==> config.mk <==
export PLATFORM = sky130hd
export DESIGN_NAME = sync_fifo_param
export DESIGN_NICKNAME = d
export VERILOG_FILES = /design/src/rtl/fifo_pkg.sv /design/src/rtl/fifo_ptr.sv /design/src/rtl/sync_fifo_param.sv
export SDC_FILE = /design/constraint.sdc
export NUM_CORES = 1
export LEC_CHECK = 0
export ABC_AREA = 1
export CAP_MARGIN = 20
export CORE_MARGIN = 2
export CORE_UTILIZATION = 50
export DETAILED_ROUTE_END_ITERATION = 8
export PLACE_DENSITY = 0.79
export SYNTH_ARGS = -nofsm -noshare
export SYNTH_HDL_FRONTEND = slang
export SYNTH_SLANG_ARGS = --single-unit
==> constraint.sdc <==
create_clock -name clk -period 2.9 [get_ports clk]
set_clock_uncertainty 0.15 [all_clocks]
set_input_delay 0.435 -clock clk [delete_from_list [all_inputs] [get_ports clk]]
set_output_delay 0.435 -clock clk [all_outputs]
set_load 0.005 [all_outputs]
==> src/rtl/fifo_pkg.sv <==
// fifo_pkg: shared constants, width helper and count type for the parametrised FIFO
package fifo_pkg;

    localparam int DEF_DATA_W = 9;
    localparam int DEF_DEPTH  = 8;

    // Smallest r with 2**r >= n; usable in constant expressions
    function automatic int clog2(input int n);
        int r;
        r = 0;
        while ((1 << r) < n) r++;
        return r;
    endfunction

    // Occupancy type for the default geometry (one extra bit so DEPTH itself fits)
    typedef logic [clog2(DEF_DEPTH):0] def_cnt_t;

endpackage

==> src/rtl/fifo_ptr.sv <==
// fifo_ptr: wrap-bit pointer register; low ADDR_W bits address memory, MSB tracks laps
module fifo_ptr #(
    parameter int ADDR_W = 3
) (
    input  logic              clk,
    input  logic              rst,
    input  logic              clr,
    input  logic              inc,
    output logic [ADDR_W:0]   ptr
);

    // Reset and flush dominate; power-of-two depth lets the natural rollover do the wrap
    always_ff @(posedge clk) begin
        if (rst || clr) ptr <= '0;
        else if (inc)   ptr <= ptr + 1'b1;
    end

endmodule

==> src/rtl/sync_fifo_param.sv <==
// sync_fifo_param: single-clock FIFO with registered read, level flags and sticky error flags
module sync_fifo_param
    import fifo_pkg::*;
#(
    parameter int DATA_W = DEF_DATA_W,
    parameter int DEPTH  = DEF_DEPTH,
    parameter int AF_LVL = DEPTH - 2,
    parameter int AE_LVL = 2
) (
    input  logic                           clk,
    input  logic                           rst,
    input  logic                           clr,
    input  logic                           wr_en,
    input  logic [DATA_W-1:0]              din,
    input  logic                           rd_en,
    output logic [DATA_W-1:0]              dout,
    output logic                           dout_valid,
    output logic                           full,
    output logic                           empty,
    output logic                           almost_full,
    output logic                           almost_empty,
    output logic [clog2(DEPTH):0]          count,
    output logic                           overflow,
    output logic                           underflow
);

    localparam int ADDR_W = clog2(DEPTH);
    localparam int CNT_W  = ADDR_W + 1;

    logic [DATA_W-1:0] mem [DEPTH];
    logic [CNT_W-1:0]  wr_ptr, rd_ptr, cnt_nxt;
    logic              rd_acc, wr_acc, flush;

    // A full FIFO still takes a write when a read frees the slot in the same cycle
    assign flush  = rst || clr;
    assign rd_acc = !flush && rd_en && !empty;
    assign wr_acc = !flush && wr_en && (!full || rd_acc);

    fifo_ptr #(.ADDR_W(ADDR_W)) u_wr_ptr (
        .clk (clk),
        .rst (rst),
        .clr (clr),
        .inc (wr_acc),
        .ptr (wr_ptr)
    );

    fifo_ptr #(.ADDR_W(ADDR_W)) u_rd_ptr (
        .clk (clk),
        .rst (rst),
        .clr (clr),
        .inc (rd_acc),
        .ptr (rd_ptr)
    );

    // Wrap-bit pointers make the difference the exact occupancy 0..DEPTH
    assign count = wr_ptr - rd_ptr;

    // Occupancy after this edge; flags are registered from it so they line up with count
    always_comb begin
        cnt_nxt = flush ? '0 : count + CNT_W'(wr_acc) - CNT_W'(rd_acc);
    end

    // Storage: written synchronously, contents survive reset
    always_ff @(posedge clk) begin
        if (wr_acc) mem[wr_ptr[ADDR_W-1:0]] <= din;
    end

    // Registered read port; dout holds between reads and across a flush
    always_ff @(posedge clk) begin
        if (rst)         dout <= '0;
        else if (rd_acc) dout <= mem[rd_ptr[ADDR_W-1:0]];
        dout_valid <= rd_acc;
    end

    // Level flags from next occupancy
    always_ff @(posedge clk) begin
        full         <= cnt_nxt == CNT_W'(DEPTH);
        empty        <= cnt_nxt == '0;
        almost_full  <= !flush && (cnt_nxt >= CNT_W'(AF_LVL));
        almost_empty <= cnt_nxt <= CNT_W'(AE_LVL);
    end

    // Sticky error flags; a flush cycle ignores requests so it never sets them
    always_ff @(posedge clk) begin
        if (flush) begin
            overflow  <= 1'b0;
            underflow <= 1'b0;
        end else begin
            overflow  <= overflow  || (wr_en && full && !rd_acc);
            underflow <= underflow || (rd_en && empty);
        end
    end

endmodule
## Word-level counts from Yosys, hierarchy flattened

Memory sizes are Yosys's and may differ from the RTL's. A register that Yosys moved wholly into a read port is not among the register bits.
Cells that the tools add are included.

| storage, ports and cells | value |
|---|---|
| bits in latches | 0 |
| flip-flop bits (word level) | 15 |
| RAM bits | 72 |
| memory bits (read-only) | 0 |
| logic and storage cells | 38 |
| memories | 1 |

Memory list:

| memory | depth | width | read ports | clocked after Yosys merged registers in | wr ports | line | source |
|---|---|---|---|---|---|---|---|
| mem | 8 | 9 | 1 | 1 | 1 | sync_fifo_param.sv:30 | `logic [DATA_W-1:0] mem [DEPTH];` |

| operators by class | value |
|---|---|
| multipliers | 0 |
| $add $sub $neg | 5 |
| magnitude comparators | 2 |
| shifts and indexed selects | 0 |
| reductions and logical operators | 17 |
| bitwise logic cells | 0 |
| mux-type cells | 3 |
| divide/modulo/power cells | 0 |
| eq/ne operators | 1 |

Operators with widths:

| cell | number |
|---|---|
| $add A4 B1 Y4 const B | 2 |
| $logic_and A1 B1 Y1 | 8 |
| $add A4 B1 Y4 | 1 |
| $eq A4 B4 Y1 const B | 1 |
| $ge A4 B3 Y1 const B | 1 |
| $le A4 B2 Y1 const B | 1 |
| $logic_not A1 Y1 | 4 |
| $logic_not A4 Y1 | 1 |
| $logic_or A1 B1 Y1 | 4 |
| $mux W4 | 1 |
| $sub A4 B1 Y4 | 1 |
| $sub A4 B4 Y4 | 1 |
| $mux W1 | 2 |

## Logic depth before layout (Yosys ltp)

Gate-level depths: netlist (run 1).

| logic depth | value |
|---|---|
| depth in word-level cells | 11 |
| gate-level depth with buffers | 16 |
| mapped depth without buffers | 16 |

## Modules after synthesis

A second synthesis (run 1) with hierarchy kept.

| second synthesis, totals | value |
|---|---|
| cell total of the unflattened synthesis | 389 |
| area total of the unflattened synthesis | 4,078.9 sq um |

By module, submodules not included:

| module | area an instance (sq um) | times used | cells an instance |
|---|---|---|---|
| sync_fifo_param | 3,733.6 | 1 | 345 |
| fifo_ptr | 172.7 | 2 | 22 |

## Worst setup path after synthesis (run 1)

OpenSTA, ideal clock, no wires.

| timing | value |
|---|---|
| kind | register to register |
| from | reg u_rd_ptr.ptr[1] |
| to | reg almost_empty |
| arrival time | 2.206 ns |
| path slack | 0.426 ns |
| buffers on the path | 2 |
| library setup time | 0.118 ns |
| cell stages (with the launch flop) | 16 |
| cell sequence | dfxtp_1 > buf_4 > inv_2 > buf_6 > fa_1 > nand2_1 > nand2_1 > ha_1 > a21oi_1 > nand2_1 > nand2_1 > nand2_1 > nand2_1 > nand3_1 > nand2_1 > nor2_1 |

| on the way | value |
|---|---|
| cells in the longest elaborated chain, start to end | 5 |

RTL lines:

| element | line | source |
|---|---|---|
| start, declared | fifo_ptr.sv:9 | `output logic [ADDR_W:0] ptr` |
| start signal, assigned | fifo_ptr.sv:15 | `else if (inc) ptr <= ptr + 1'b1;` |
| $sub A4 B4 Y4 | sync_fifo_param.sv:56 | `assign count = wr_ptr - rd_ptr;` |
| $add A4 B1 Y4 | sync_fifo_param.sv:60 | `cnt_nxt = flush ? '0 : count + CNT_W'(wr_acc) - CNT_W'(rd_acc);` |
| $sub A4 B1 Y4 | sync_fifo_param.sv:60 |  |
| $mux W4 | sync_fifo_param.sv:60 |  |
| $le A4 B2 Y1 | sync_fifo_param.sv:80 | `almost_empty <= cnt_nxt <= CNT_W'(AE_LVL);` |
| end signal, assigned | sync_fifo_param.sv:80 |  |
| end, declared | sync_fifo_param.sv:21 | `output logic almost_empty,` |

Every way passes these cells.
A chain may end at the register's enable or synchronous reset.

## Worst setup path after layout (run 1)

| timing | value |
|---|---|
| from | reg u_wr_ptr.ptr[0] |
| to | out count[2] |

| on the way | value |
|---|---|
| cells in the longest elaborated chain, start to end | 1 |

RTL lines:

| element | line | source |
|---|---|---|
| start, declared | fifo_ptr.sv:9 |  |
| start signal, assigned | fifo_ptr.sv:15 |  |
| $sub A4 B4 Y4 | sync_fifo_param.sv:56 |  |
| end, declared | sync_fifo_param.sv:22 | `output logic [clog2(DEPTH):0] count,` |

Every way passes these cells.

==> results_dict.tcl, run 1 <==
set metrics [dict create \
    status "complete, no violations" \
    numPortBuffers 33 \
    seq_area_frac_synth_pct 63.9 \
    cpPeakStageDelay_ns 0.51 \
    ant_nets 0 \
    synth-seq-cells 96 \
    fin_crit_sh_pct 94.8 \
    total_leakage_power_nw 1.74 \
    path_max_fanout 5 \
    required_ns 2.32 \
    fin_crit_ns 2.75 \
    vdd_drop_max_uv 370 \
    path_class "reg -> out" \
    core_um2 8130 \
    yosysWarnings 0 \
    setup_ws_ns 0.151 \
    vias 2897 \
    clock-sinks 96 \
    flow.area_growth_from_synthesis_pct 16.7 \
    clk_pin_slew_ns 0.09 \
    cp.arrival_ns 2.16 \
    grt_max_degree 39 \
    gr-total-overflow 0 \
    drtIter0Drc 204 \
    syn_area_per_cell_um2 10.9 \
    dp_slack_ns -0.0213 \
    syn_inst 381 \
    synthFlopType "edfxtp_1" \
    wire_per_inst_um 15.9 \
    ys_async_sr_fraction_pct 0 \
    drt_wl_total_um 8540 \
    cts_hold_buf 0 \
    slew_headroom_pct 68.1 \
    synth.area.top_cells "edfxtp_1 52%, dfxtp_1 12%, nor2_1 6.5%" \
    avgViaCountPerCell 5.39 \
    synth_area_um2 4140 \
    cts_buffers 9 \
    slowest_stage "clkdlybuf4s50_1" \
    rows 33 \
    die_w_um 95.0 \
    setup_violations 0 \
    reg2regPathDepth 15 \
    track_usage_pct 20.5 \
    grt_pass1_vias 2886 \
    drive_above_1_share_pct 12.3 \
    pwr_density_cell_nw_per_um2 539 \
    hold_ws_ns 0.317 \
    clock.fmax_mhz 364 \
    min_path_type "reg -> reg" \
    n_antenna_cell 0 \
    utilization_pct 59.3 \
    first_pass_iters 4 \
    start_kind "flip-flop" \
    drv_slew 0 \
    finalHoldViolations 0 \
    drc 0 \
    synth-edff-count 72 \
    maxCapViolations 0 \
    antenna_found_initial 0 \
    yosysUniqueCellTypes 31 \
    dp_hpwl_um 5330 \
    worstPathCellList "inv_2 -> ha_1 -> inv_1 -> fa_1 -> inv_1 -> nand2_1 -> nand2_1 -> clkdlybuf4s50_1" \
    cts_buffer_depth 2 \
    rsz0062_at_grt "false" \
    initial_core_util_pct 50.9 \
    crit_path_end_kind "output port" \
    total_power_w 0.00260 \
    clk_latency_ns 0.37 \
    die_y_um 95.0 \
    die_area_um2 9020 \
    io_pins 34 \
    cts_tree "done" \
    netlist.area_leader.share_pct 52.3 \
    clock-root-buffer "clkbuf_8" \
    synth_area_leader_cell "edfxtp_1" \
    gp_congestion 0.826 \
    num-nets-final 452 \
    htree_levels 3 \
    grt_pass1_wl_um 13800 \
    worst_slew_pin_slew_ns 0.474 \
    whs_path_depth 2 \
    syn_nets 406 \
]
[flip-flops by register name (all words and copies together), names as in the netlist]
name          cells
mem              72
dout              9
u_rd_ptr.ptr      4
u_wr_ptr.ptr      4
almost_empty      1
almost_full       1
dout_valid        1
empty             1
full              1
overflow          1
underflow         1
[synthesized netlist by cell type (3+ instances only)]
cell and instances:
buf_6 5, buf_2 3, dfxtp_1 24, nor3_1 3
a21oi_1 18, nor3_2 3, nand2_4 4, nand2_1 43
o21ai_1 15, o21ai_0 28, buf_4 4, nand3_1 27
o211ai_1 9, nor2_1 72, edfxtp_1 72, inv_2 3
ha_1 9, inv_1 21
[worst paths after layout]
| check | slack, ns | start | endpoint |
|---|---|---|---|
| worst min-delay path | 0.32 | dout[6] | dout[6] |
| worst max-delay path | 0.15 | u_wr_ptr.ptr[0] | count[2] |
| worst min register to register | 0.32 | dout[6] | dout[6] |
| worst max register to register | 0.32 | u_wr_ptr.ptr[0] | almost_empty |
[timing repair]
item	in CTS	in global routing
gates resized for setup	0	2
endpoints found under the setup margin	0	3
hold endpoints to repair	0	0
setup buffers	0	0
[per-stage QoR]
step	area [um^2]	std cells	TNS, ns
after global routing	4830	537	0
final	4830	537	0
after CTS	4820	537	0
after global placement	4610	521	0
after floorplan	4140	381	0
after detailed placement	4610	521	-0.0441
[layout by cell type, fill, tap and decap left out, drive strengths merged, types with 9 or more instances in the layout]
cell type / count
a21oi: 18
buf: 18
clkbuf: 9
clkdlybuf4s50: 33
dfxtp: 24
edfxtp: 72
ha: 9
inv: 29
nand2: 47
nand3: 28
nor2: 76
o211ai: 9
o21ai: 43
[layer usage]
| metal | vias up | global-route usage [%] | wire length, um |
|---|---|---|---|
| met5 | - | 0 | 0 |
| met4 | 0 | 11.5 | 261 |
| met2 | 109 | 33.2 | 4180 |
| met3 | 20 | 3.51 | 657 |
| li1 | 1407 | - | - |
| met1 | 1361 | 26.3 | 3450 |
[cell type report]
cell class              instances  area, um^2
repair buffers                 51         465
flip-flops and latches         96        2640
clock inverters                 7        86.3
well taps                     105         131
inverters                      25        98.8
multi-input cells             244        1280
fillers                       630        3310
clock buffers                   9         124
[critical path: cells and delay by family (launching register included)]
family	cells	cell delay [ns]
AND/OR/NAND/NOR	2	0.17
adder cells (fa/ha/maj)	2	0.55
buffers and inverters	4	0.74
flip-flops	1	0.35
[cells by family (layout without fill, tap and decap cells)]
logic type	Yosys count	in the layout	synth area share, %
AND/OR/NAND/NOR	161	161	17.8
XOR/XNOR	1	1	0.212
AO/OA/AOI/OAI	71	71	9.17
flip-flops	96	96	63.9
buffers and inverters	41	92	5.26
adder cells (fa/ha/maj)	11	11	3.69
[where the power goes]
part	internal, W	total (W)	switching, W
Combinational	0.0000847	0.000189	0.000104
Sequential	0.00149	0.00150	0.00000918
Clock	0.000417	0.000914	0.000498
Total	0.00199	0.00260	0.000611
Note: power is estimated with default switching activity, not from simulation.
==> run 2: changes to the inputs <==
--- a/config.mk
+++ b/config.mk
@@ -7,10 +7,12 @@
 export LEC_CHECK = 0
 export ABC_AREA = 1
 export CAP_MARGIN = 20
+export CORE_ASPECT_RATIO = 0.8
 export CORE_MARGIN = 2
 export CORE_UTILIZATION = 50
 export DETAILED_ROUTE_END_ITERATION = 8
 export PLACE_DENSITY = 0.79
+export SLEW_MARGIN = 0
 export SYNTH_ARGS = -nofsm -noshare
 export SYNTH_HDL_FRONTEND = slang
 export SYNTH_SLANG_ARGS = --single-unit
==> run 2 against run 1 <==
Net effect: worst hold slack lost 0.0014 ns; sequential power about the same; maximum frequency about the same; clock-buffer cell count increased by 1; largest cell class unchanged; highest routed layer unchanged.
==> results_dict.tcl, run 2 (same netlist as run 1, synthesis figures left out) <==
set metrics [dict create \
    die_y_um 85.4 \
    core_um2 7980 \
    maxCapViolations 0 \
    p_int_w 0.00199 \
    cts_buffers 9 \
    drive_above_1_share_pct 12.6 \
    avgViaCountPerCell 5.30 \
    status "complete, no violations" \
    io_pins 34 \
    rsz0062_at_grt "false" \
    crit_path_end_kind "output port" \
    p_comb_share_pct 7.4 \
    total_leakage_power_nw 1.75 \
    drtIter0Drc 173 \
    grt_max_degree 39 \
    min_path_type "reg -> reg" \
    flow.area_growth_from_synthesis_pct 17.2 \
    grt_pass1_vias 2626 \
    drt_wl_total_um 8320 \
    drc 0 \
    clock.fmax_mhz 363 \
    slew_headroom_pct 71.1 \
    ant_nets 0 \
    clock-sinks 96 \
    numPortBuffers 33 \
    track_usage_pct 19.2 \
    wl_met3_um 748 \
    pwr_density_cell_nw_per_um2 533 \
    hold_ws_ns 0.316 \
    finalHoldViolations 0 \
    gp_congestion 0.822 \
    clk_pin_slew_ns 0.09 \
    final_cell_mix "72 x nor2_1, 72 x edfxtp_1, 43 x nand2_1" \
    fin_crit_sh_pct 94.9 \
    power.switching_w 0.000595 \
    drv_slew 0 \
    setup_violations 0 \
    fin_crit_ns 2.75 \
    grt_pass1_wl_um 13100 \
    vdd_drop_max_uv 307 \
    path_max_fanout 5 \
    vias 2879 \
    dp_hpwl_um 5510 \
    num-nets-final 455 \
    swShare_pct 23.0 \
    wl_met1_um 3660 \
    start_kind "flip-flop" \
    required_ns 2.32 \
    die_w_um 106 \
    largest_reg_flops 72 \
    critPathTopFamily "buffers and inverters" \
    top_layer "met4" \
    wl_met2_um 3860 \
    rows 29 \
    clk_latency_ns 0.36 \
    total_power_w 0.00258 \
    wire_per_inst_um 15.3 \
    antenna_found_initial 0 \
    crit_buf_inv 4 \
    cts_tree "done" \
    path_class "reg -> out" \
    first_pass_iters 4 \
    initial_core_util_pct 51.8 \
    worst_slew_pin_slew_ns 0.433 \
    htree_levels 3 \
    cpPeakStageDelay_ns 0.52 \
    pwr-share-seq_pct 58.0 \
    pwr-share-clk_pct 34.6 \
    slowest_stage "clkdlybuf4s50_1" \
    cp.arrival_ns 2.17 \
    n_antenna_cell 0 \
    post_cts_buffers 0 \
    die_area_um2 9020 \
    num-fill-cells 642 \
    cts_buffer_depth 2 \
    clock-root-buffer "clkbuf_8" \
    gr-total-overflow 0 \
    worstPathCellList "inv_2 -> ha_1 -> inv_1 -> fa_1 -> inv_1 -> nand2_1 -> nand2_1 -> clkdlybuf4s50_1" \
]
-- run 2: cell types whose count changed in the layout (fill, tap and decap cells not counted), moves of 2 or more --
cell / delta
inv_6: -4
buf_4: +3
clkinv_4: +2
inv_8: +2
-- run 2: cell type report --
class	count	area, um^2	area share, %
sequential	96	2640	54.5
multi-input combinational	244	1280	26.3
timing repair buffer	54	488	10.1
tap	108	135	2.79
clock buffer	10	128	2.63
inverter	25	98.8	2.04
clock inverter	6	77.6	1.60
-- run 2: final timing paths --
kind	from	to	slack, ns	depth (start not counted)
setup / recovery	u_wr_ptr.ptr[0]	count[2]	0.15	8
hold / removal	dout[5]	dout[5]	0.32	2
setup reg to reg	u_wr_ptr.ptr[0]	almost_empty	0.27	13
hold reg to reg	dout[5]	dout[5]	0.32	2
-- run 2: per-stage QoR --
step           std cells  instance area (um^2)  setup WS [ns]  utilization [%]  setup TNS, ns
2_1_floorplan        381                  4140          0.426                -              0
3_3_place_gp         527                  4640         0.0552             58.1              0
3_5_place_dp         527                  4640        -0.0110             58.1        -0.0201
4_1_cts              543                  4850         0.0585             60.7              0
5_1_grt              543                  4850        0.00839             60.7              0
6_report             543                  4850          0.148             60.7              0
-- run 2: worst register-to-register path: stages (launching register included) --
cell,delay (ns)
dfxtp_2,0.39
inv_2,0.07
ha_1,0.17
inv_1,0.08
fa_1,0.51
ha_1,0.37
a21oi_1,0.24
nand2_1,0.11
nand2_1,0.07
nand2_1,0.05
nand2_1,0.06
nand3_1,0.12
nand2_1,0.11
nor2_1,0.05
-- run 2: power groups by stage --
| stage | sequential [W] | clock, W | combinational, W |
|---|---|---|---|
| global route | 0.00150 | 0.000962 | 0.000214 |
| global placement | 0.00153 | 0 | 0.000185 |
| detailed placement | 0.00153 | 0 | 0.000191 |
| finish | 0.00150 | 0.000894 | 0.000192 |
| CTS | 0.00150 | 0.000908 | 0.000193 |
| floorplan | 0.00153 | 0 | 0.000106 |
-- run 2: what timing repair did --
action	4_1_cts	5_1_grt
endpoints found under the setup margin	0	3
hold buffers	0	0
gates resized for setup	0	2
-- run 2: layer usage --
metal | track usage (%) | up-vias
li1 | - | 1416
met4 | 4.78 | 0
met2 | 29.4 | 103
met3 | 5.07 | 4
met5 | 0 | -
met1 | 27.8 | 1356
==> run 3: changes to the inputs <==
--- a/config.mk
+++ b/config.mk
@@ -9,9 +9,9 @@
 export CAP_MARGIN = 20
 export CORE_ASPECT_RATIO = 0.8
 export CORE_MARGIN = 2
-export CORE_UTILIZATION = 50
+export CORE_UTILIZATION = 55
 export DETAILED_ROUTE_END_ITERATION = 8
-export PLACE_DENSITY = 0.79
+export PLACE_DENSITY = 0.85
 export SLEW_MARGIN = 0
 export SYNTH_ARGS = -nofsm -noshare
 export SYNTH_HDL_FRONTEND = slang
==> run 3 against run 2 <==
Net effect: global-route usage grew 3.8 points; combinational power hardly changed; highest routed layer unchanged; via count grew 3.3%; core utilization grew 4.9 points; critical path depth unchanged; critical path type unchanged; routed wire length up 5.6%; sequential power hardly changed; worst setup slack worse by 0.053 ns; clock-buffer cell count is the same.
==> results_dict.tcl, run 3 (same netlist as run 1, synthesis figures left out) <==
set metrics [dict create \
    drc 0 \
    initial_core_util_pct 56.2 \
    cpPeakStageDelay_ns 0.51 \
    status "complete, no violations" \
    start_kind "flip-flop" \
    r2r_setup_slack_ns 0.24 \
    drtIter0Drc 198 \
    fin_crit_sh_pct 96.7 \
    slowest_stage "clkdlybuf4s50_1" \
    cts_hold_buf 0 \
    vdd_drop_max_uv 396 \
    drt_wl_total_um 8780 \
    post_cts_buffers 0 \
    drv_slew 0 \
    cp.arrival_ns 2.22 \
    pwr-share-seq_pct 58.7 \
    total_leakage_power_nw 1.75 \
    grt_use_met3_pct 5.70 \
    clock-root-buffer "clkbuf_8" \
    gr-total-overflow 0 \
    grt_util_met2_pct 37.6 \
    die_w_um 101 \
    rr_endpoint "empty" \
    dp_hpwl_um 5790 \
    crit_top_cell "inv_1" \
    pwr_density_cell_nw_per_um2 529 \
    reg2regPathDepth 13 \
    antenna_found_initial 0 \
    wire_per_inst_um 16.7 \
    swShare_pct 22.5 \
    grt_max_degree 39 \
    timing.rr.start "u_wr_ptr.ptr[0]" \
    die_area_um2 8230 \
    worst_slew_pin_slew_ns 0.433 \
    min_to "dout[0]" \
    avgViaCountPerCell 5.64 \
    grt_pass1_vias 2913 \
    clock-sinks 96 \
    slew_headroom_pct 71.1 \
    first_pass_iters 5 \
    n_antenna_cell 0 \
    fin_setup_tns_ns 0 \
    die_y_um 81.6 \
    track_usage_pct 23.1 \
    cts_buffer_depth 2 \
    cts_tree "done" \
    finalHoldViolations 0 \
    cts_buffers 9 \
    clk_pin_slew_ns 0.09 \
    whs_path_depth 2 \
    path_max_fanout 5 \
    clock.fmax_mhz 356 \
    maxCapViolations 0 \
    io_pins 34 \
    drive_above_1_share_pct 12.6 \
    crit_path_end_kind "output port" \
    grt_pass1_wl_um 14000 \
    p_comb_share_pct 7.6 \
    ant_nets 0 \
    setup_violations 0 \
    dp_slack_ns 0.00364 \
    largest_reg_flops 72 \
    core_um2 7360 \
    gp_congestion 0.818 \
    holdCritStartpoint "dout[0]" \
    setup_ws_ns 0.0946 \
    final_cell_mix "72 x nor2_1, 72 x edfxtp_1, 43 x nand2_1" \
    clk_latency_ns 0.36 \
    required_ns 2.32 \
    cts-resized-gates 0 \
    grt_busiest_layer "met2" \
    vias 2973 \
    crit_buf_inv 4 \
    min_path_type "reg -> reg" \
    power.switching_w 0.000574 \
    critPathTopFamily "buffers and inverters" \
    p_int_w 0.00198 \
    rsz0062_at_grt "false" \
    num-nets-final 457 \
    fin_crit_ns 2.81 \
    htree_levels 3 \
    pwr-share-clk_pct 33.7 \
    worstPathCellList "inv_1 -> ha_1 -> inv_1 -> fa_1 -> inv_1 -> nand2_1 -> nand2_1 -> clkdlybuf4s50_1" \
    rows 28 \
    numPortBuffers 33 \
    grt_util_met1_pct 31.6 \
    flow.area_growth_from_synthesis_pct 16.7 \
    path_class "reg -> out" \
]
-- run 3: worst max-delay path by stage --
stage	start	to	cells after the start	slack, ns
after global routing	u_wr_ptr.ptr[0]	count[2]	8	0.008
after CTS	u_wr_ptr.ptr[0]	count[2]	8	0.08
after global placement	rd_en	almost_empty	15	0.06
final	u_wr_ptr.ptr[0]	count[2]	8	0.09
after floorplan	u_rd_ptr.ptr[1]	almost_empty	15	0.43
after detailed placement	rd_en	empty	15	0.004
-- run 3: power groups by stage --
| stage | Combinational [W] | Clock [W] | Sequential [W] |
|---|---|---|---|
| 6_report | 0.000193 | 0.000860 | 0.00150 |
| 5_1_grt | 0.000216 | 0.000915 | 0.00150 |
| 4_1_cts | 0.000193 | 0.000870 | 0.00150 |
| 3_5_place_dp | 0.000192 | 0 | 0.00153 |
| 3_3_place_gp | 0.000184 | 0 | 0.00153 |
| 2_1_floorplan | 0.000106 | 0 | 0.00153 |
-- run 3: through the flow --
stage,instance area [um^2],power [W],cells,util (%),hold slack (ns)
after floorplan,4140,0.00164,381,-,0.310
after detailed placement,4630,0.00172,511,63.0,0.312
after CTS,4830,0.00256,527,65.6,0.326
after global routing,4830,0.00263,527,65.6,0.337
final,4830,0.00255,527,65.6,0.322
after global placement,4630,0.00171,511,63.0,0.299
-- run 3: per-layer routing --
| metal | up-vias | part of all wire (%) |
|---|---|---|
| li1 | 1417 | - |
| met1 | 1429 | 43 |
| met2 | 119 | 47 |
| met3 | 8 | 8.9 |
| met4 | 0 | 0.95 |
| met5 | - | 0 |
-- run 3: worst min-delay path, delay by kind of cell, from the launching register on --
| family | cells | cell delay (ns) |
|---|---|---|
| compound gates | 1 | 0.06 |
| flops | 1 | 0.32 |
| simple gates | 1 | 0.06 |
-- run 3: final cells by class --
| type | count | area [um^2] |
|---|---|---|
| sequential | 96 | 2640 |
| fill | 553 | 2530 |
| multi-input combinational | 244 | 1280 |
| timing repair buffer | 56 | 503 |
| clock buffer | 10 | 128 |
| tap | 90 | 113 |
| inverter | 25 | 98.8 |
| clock inverter | 6 | 67.6 |
